<file path="config.mk">
export PLATFORM = sky130hd
export DESIGN_NAME = align_accum
export DESIGN_NICKNAME = d
export VERILOG_FILES = /design/src/rtl/mac_pkg.sv /design/src/rtl/lane_align.sv /design/src/rtl/align_accum.sv
export SDC_FILE = /design/constraint.sdc
export NUM_CORES = 2
export LEC_CHECK = 0
export ABC_AREA = 1
export CAP_MARGIN = 20
export CORE_MARGIN = 4
export CORE_UTILIZATION = 25
export CTS_BUF_LIST = sky130_fd_sc_hd__clkbuf_8
export DETAILED_ROUTE_END_ITERATION = 6
export RECOVER_POWER = 25
export SLEW_MARGIN = 20
export SYNTH_ARGS = -nofsm -noshare
export SYNTH_HDL_FRONTEND = slang
export SYNTH_SLANG_ARGS = --single-unit
export TNS_END_PERCENT = 30
</file>
<file path="constraint.sdc">
create_clock -name i_clk -period 21.5 [get_ports i_clk]
set_input_delay 2.15 -clock i_clk [delete_from_list [all_inputs] [get_ports i_clk]]
set_output_delay 2.15 -clock i_clk [all_outputs]
set_load 0.01 [all_outputs]
</file>
<file path="src/rtl/mac_pkg.sv">
// Shared widths and arithmetic helpers for the MAC align/accumulate datapath.
package mac_pkg;
  localparam int EXP_W   = 6;
  localparam int SIG_W   = 22;
  localparam int GUARD   = 3;
  localparam int LANE_W  = SIG_W + GUARD + 1;
  localparam int SUM_W   = 30;
  localparam int ACC_W   = 36;
  localparam int N_LANES = 9;

  typedef logic signed [ACC_W-1:0] acc_t;

  typedef struct packed {
    logic ovf;
    acc_t val;
  } sat_t;

  // Signed add clamped to the accumulator range; ovf flags a clamp.
  function automatic sat_t sat_add(input acc_t a, input acc_t b);
    logic [ACC_W:0] wide;
    sat_t r;
    wide = {a[ACC_W-1], a} + {b[ACC_W-1], b};
    r.ovf = wide[ACC_W] ^ wide[ACC_W-1];
    if (r.ovf)
      r.val = wide[ACC_W] ? {1'b1, {(ACC_W-1){1'b0}}} : {1'b0, {(ACC_W-1){1'b1}}};
    else
      r.val = wide[ACC_W-1:0];
    return r;
  endfunction

  function automatic acc_t asr_fill(input acc_t x, input logic [EXP_W-1:0] sh);
    if (sh >= EXP_W'(ACC_W))
      return {ACC_W{x[ACC_W-1]}};
    return x >>> sh;
  endfunction
endpackage

</file>
<file path="src/rtl/lane_align.sv">
// One S1 lane: aligns a product significand to the group maximum exponent
// and applies skip zeroing and the lane sign.
module lane_align
  import mac_pkg::*;
(
  input  logic [EXP_W-1:0]         max_exp,
  input  logic [EXP_W-1:0]         lane_exp,
  input  logic [SIG_W-1:0]         sig,
  input  logic                     sign,
  input  logic                     skip,
  output logic signed [LANE_W-1:0] val
);
  localparam logic [EXP_W-1:0] D_LIMIT = EXP_W'(SIG_W + GUARD);

  logic [EXP_W-1:0]       d;
  logic [SIG_W+GUARD-1:0] mag;
  logic                   zero;

  always_comb begin
    d = max_exp - lane_exp;
    // An exponent above the group maximum is malformed input and is dropped like a skip
    zero = skip || (lane_exp > max_exp) || (d >= D_LIMIT);
    mag = zero ? '0 : ({sig, {GUARD{1'b0}}} >> d);
    val = sign ? -$signed({1'b0, mag}) : $signed({1'b0, mag});
  end
endmodule

</file>
<file path="src/rtl/align_accum.sv">
// Aligns nine product lanes to the group exponent, sums them and accumulates
// partial sums across the passes of a group; one result per group out.
module align_accum
  import mac_pkg::*;
(
  input  logic                       i_clk,
  input  logic                       i_rst,
  input  logic                       i_valid,
  output logic                       o_ready,
  input  logic                       i_last,
  input  logic [N_LANES-1:0]         i_skip,
  input  logic [EXP_W-1:0]           i_max_exp,
  input  logic [N_LANES-1:0]         i_sign,
  input  logic [N_LANES*EXP_W-1:0]   i_exp,
  input  logic [N_LANES*SIG_W-1:0]   i_sig,
  output logic                       o_valid,
  input  logic                       i_ready,
  output logic signed [ACC_W-1:0]    o_sum,
  output logic [EXP_W-1:0]           o_exp,
  output logic                       o_ovf
);
  logic                       in_v, in_last;
  logic [N_LANES-1:0]         in_skip, in_sign;
  logic [EXP_W-1:0]           in_max;
  logic [N_LANES*EXP_W-1:0]   in_exp;
  logic [N_LANES*SIG_W-1:0]   in_sig;

  logic                       s1_v, s1_last;
  logic [EXP_W-1:0]           s1_exp;
  logic signed [LANE_W-1:0]   s1_lane [N_LANES];
  logic signed [LANE_W-1:0]   lane_val [N_LANES];

  logic                       s2_v, s2_last;
  logic [EXP_W-1:0]           s2_exp;
  logic signed [SUM_W-1:0]    s2_sum, lane_sum;

  acc_t                       acc, part_ext, acc_al, part_al, comb_val;
  logic [EXP_W-1:0]           acc_exp, exp_diff, comb_exp;
  logic                       acc_empty, ovf_g, acc_behind, comb_ovf;
  sat_t                       sum_sat;

  assign o_ready = !(o_valid && !i_ready);

  for (genvar k = 0; k < N_LANES; k++) begin : g_lane
    lane_align u_lane (
      .max_exp  (in_max),
      .lane_exp (in_exp[k*EXP_W +: EXP_W]),
      .sig      (in_sig[k*SIG_W +: SIG_W]),
      .sign     (in_sign[k]),
      .skip     (in_skip[N_LANES-1-k]),
      .val      (lane_val[k])
    );
  end

  always_comb begin
    lane_sum = '0;
    for (int k = 0; k < N_LANES; k++)
      lane_sum = lane_sum + {{(SUM_W-LANE_W){s1_lane[k][LANE_W-1]}}, s1_lane[k]};
  end

  // The side with the smaller exponent is shifted down before the saturating add
  always_comb begin
    part_ext   = {{(ACC_W-SUM_W){s2_sum[SUM_W-1]}}, s2_sum};
    acc_behind = acc_exp < s2_exp;
    exp_diff   = acc_behind ? (s2_exp - acc_exp) : (acc_exp - s2_exp);
    acc_al     = acc_behind ? asr_fill(acc, exp_diff) : acc;
    part_al    = acc_behind ? part_ext : asr_fill(part_ext, exp_diff);
    sum_sat    = sat_add(acc_al, part_al);
    if (acc_empty) begin
      comb_val = part_ext;
      comb_exp = s2_exp;
      comb_ovf = 1'b0;
    end else begin
      comb_val = sum_sat.val;
      comb_exp = acc_behind ? s2_exp : acc_exp;
      comb_ovf = sum_sat.ovf;
    end
  end

  // Every stage advances only while the output side can move, so a stall freezes all of them
  always_ff @(posedge i_clk or posedge i_rst) begin
    if (i_rst) begin
      in_v <= 1'b0; in_last <= 1'b0; in_skip <= '0; in_sign <= '0;
      in_max <= '0; in_exp <= '0; in_sig <= '0;
      s1_v <= 1'b0; s1_last <= 1'b0; s1_exp <= '0;
      for (int k = 0; k < N_LANES; k++) s1_lane[k] <= '0;
      s2_v <= 1'b0; s2_last <= 1'b0; s2_exp <= '0; s2_sum <= '0;
      acc <= '0; acc_exp <= '0; acc_empty <= 1'b1; ovf_g <= 1'b0;
      o_valid <= 1'b0; o_sum <= '0; o_exp <= '0; o_ovf <= 1'b0;
    end else if (o_ready) begin
      in_v <= i_valid; in_last <= i_last; in_skip <= i_skip; in_sign <= i_sign;
      in_max <= i_max_exp; in_exp <= i_exp; in_sig <= i_sig;
      s1_v <= in_v; s1_last <= in_last; s1_exp <= in_max; s1_lane <= lane_val;
      s2_v <= s1_v; s2_last <= s1_last; s2_exp <= s1_exp; s2_sum <= lane_sum;
      o_valid <= s2_v && s2_last;
      if (s2_v) begin
        if (s2_last) begin
          o_sum <= comb_val; o_exp <= comb_exp; o_ovf <= ovf_g | comb_ovf;
          acc <= '0; acc_exp <= '0; acc_empty <= 1'b1; ovf_g <= 1'b0;
        end else begin
          acc <= comb_val; acc_exp <= comb_exp; acc_empty <= 1'b0;
          ovf_g <= ovf_g | comb_ovf;
        end
      end
    end
  end
endmodule

</file>
==> results.ini <==
[routing]
drtPass1Iterations = 7
num_vias = 59062
wl_per_cell_um = 17.5
drt.antenna.violating_nets = 0
via_per_inst = 4.77
drc = 1
drt-total-wl_um = 217000
drt_iter0_markers = 5057

[timing]
hold_viol = 0
worst_slew_pin_slew_ns = 4.56
fin_setup_tns_ns = 0
timing.slew.headroom_pct = -206
setup_viol = 0
final.period_utilization_pct = 53.7
final.min_clock_period_ns = 11.54
rsz0062_at_grt = false
fin_skew_ns = 0.0651
slew_violations = 540
fmax_mhz = 86.7

[placed_design]
dp_hpwl_um = 168000
place_congestion = 0.954
place_area_um2 = 63200
portBuffers = 325

[layout]
final_common_cell = nand2_1
layout_common_cells = 3764 x nand2_1, 1194 x nand3_1, 707 x inv_1
multiInputGateArea_um2 = 36900
area_delta_synth_final_pct = 14.1
nNetsFinal = 9867
drive_above_1_share_pct = 5.39
fillCellCount = 25957
design_area_um2 = 66200
register_area_um2 = 16200

[clock_tree]
cts-resized-gates = 0
ctsHoldBuffers = 0
cts_setup_buffers = 0
cts_buffers = 134
cts_sinks = 646
cts_tree = done
path_clk_slew_ns = 0.05
h-tree-depth = 4
clk-insertion-delay-late_ns = 0.93
clockRootBuffer = clkbuf_8
clk_path_buf_depth = 3

[worst_hold_path]
whs_endpoint = s2_exp[0]
hold_depth = 2
min_from = s1_exp[0]
hold_path_class = flip-flop to flip-flop

[grt]
antenna_found_initial = 13
grt_max_degree = 184
grt_pass1_wl_um = 330000
grt_pass1_vias = 55008
grt_usage_pct = 17.6
overflow = 0

[yosys]
synth_fp_nets = 9803
yosys.area_share.simple_pct = 42.7
synthArstFlopShare_pct = 100
synth_cells = 9185
synth_xor_area_share_pct = 1.07
synth-adder-area-share_pct = 9.82
synth_edf_count = 0
synth-compound-area-share_pct = 9.80
ys_ff_latch = 646
synth.mux.area_fraction_pct = 0.0690
netlist_area_um2 = 58000
synth_top_family_by_area = simple AND/OR/NAND/NOR gates
syn_area_per_cell_um2 = 6.31
netlist-cell-type-count = 64
ys.flop_type = dfrtp_1
ys_seq_area_share_pct = 27.9
yosys_warnings = 0

[status]
violations = DRC, capacitance limit, slew limit
status = finished with violations

[floorplanning]
io_pins = 326
fp.dieArea_um2 = 240000
coreArea_um2 = 230000
die_w_um = 490
rows = 176
initial_utilization_pct = 25.2
die_h_um = 490

[worst_setup_path]
r2r_cells = 9
arrival_ns = 9.39
reg2reg_to = in_last
required_ns = 19.35
end_kind = output pin
critPathKind = primary input to output pin
crit_fanout = 108
r2r_slack_ns = 13.02
r2r-start = o_valid
start_kind = primary input

[job]
max_cap_viol_count = 9

## cell type report
type,count,area share [%]
repair buffers,368,5.41
clock inverters,78,1.03
multi-input cells,7359,55.7
flip-flops and latches,646,24.4
inverters,740,4.21
diodes,8,0.0303
well taps,3026,5.72
clock buffers,164,3.41
## layer usage
layer	vias to the layer above	global-route usage, %	share of wire (%)
li1	29704	-	-
met2	1600	27.4	44
met4	8	4.91	2.8
met3	275	2.47	5.4
met1	27475	25.4	48
met5	-	0	0.025
## critical path, stage by stage
cell             delay, ns
dlygate4sd3_1         0.57
nor2_4                0.10
clkbuf_1              1.18
clkinvlp_2            3.95
clkdlybuf4s50_1       1.31
## synth_stat cells, types with 6 or more instances
cell type / n / area, um^2
nand2_1: 3764 / 14100
nand3_1: 1194 / 5980
inv_1: 673 / 2530
dfrtp_1: 645 / 16100
nor2_1: 551 / 2070
o21ai_0: 541 / 2710
a21oi_1: 201 / 1010
fa_1: 197 / 3940
clkbuf_1: 193 / 724
o21ai_1: 162 / 811
buf_2: 159 / 796
ha_1: 140 / 1750
nand4_1: 103 / 644
nor3_1: 77 / 385
nand2_2: 66 / 413
inv_2: 59 / 221
buf_4: 45 / 338
nor2_2: 41 / 257
o211ai_1: 38 / 285
xor2_1: 38 / 333
a31oi_1: 28 / 175
buf_6: 26 / 293
nand3_2: 26 / 260
xnor2_1: 20 / 175
buf_1: 17 / 63.8
nand3b_1: 17 / 128
a22oi_1: 13 / 97.6
o22ai_1: 13 / 81.3
o31ai_1: 13 / 97.6
nor2_4: 12 / 135
a21o_1: 11 / 82.6
o21a_1: 11 / 82.6
and2_1: 7 / 43.8
nand2_4: 7 / 78.8
o21bai_1: 7 / 52.6
o21ai_2: 6 / 52.6
## logic make-up (layout without fill, tap and decap cells)
family                   count (synthesis)  after routing
multiplexers                             4              4
XOR/XNOR                                65             65
other                                    0              8
buffers and inverters                 1180           1350
AND/OR/NAND/NOR                       5893           5893
adder cells (fa/ha/maj)                337            337
AO/OA/AOI/OAI                         1060           1060
flip-flops                             646            646
## metrics by stage
| stage | hold WS [ns] | instances | worst slack, ns | util [%] |
|---|---|---|---|---|
| CTS | 0.466 | 12380 | 13.51 | 28.7 |
| floorplan | 0.449 | 9185 | 1.25 | - |
| global placement | 0.466 | 12138 | 13.64 | 27.4 |
| detailed placement | 0.467 | 12138 | 13.52 | 27.4 |
| global route | 0.479 | 12386 | 9.33 | 28.7 |
| finish | 0.464 | 12389 | 9.96 | 28.7 |
## sequential cells by signal (all words and copies together) (netlist names), 6 cells and up
| register | flops |
|---|---|
| s1_lane | 234 |
| s2_sum | 30 |
| s2_exp | 6 |
| s1_exp | 6 |
| in_sig | 198 |
| o_sum | 36 |
| in_max | 6 |
| in_skip | 9 |
| acc | 36 |
| in_sign | 9 |
| acc_exp | 6 |
| in_exp | 54 |
| o_exp | 6 |
## worst max-delay path by stage
stage,startpoint,end,depth (start not counted)
5_1_grt,i_ready,o_ready,5
3_3_place_gp,acc_exp[0],acc[8],29
2_1_floorplan,i_rst,acc[0],1
3_5_place_dp,acc_exp[0],acc[8],29
4_1_cts,acc_exp[0],acc[8],29
6_report,i_ready,o_ready,5
Power is not shown: default switching activity piles up to over one toggle a cycle in this logic, so the estimate is an artifact.
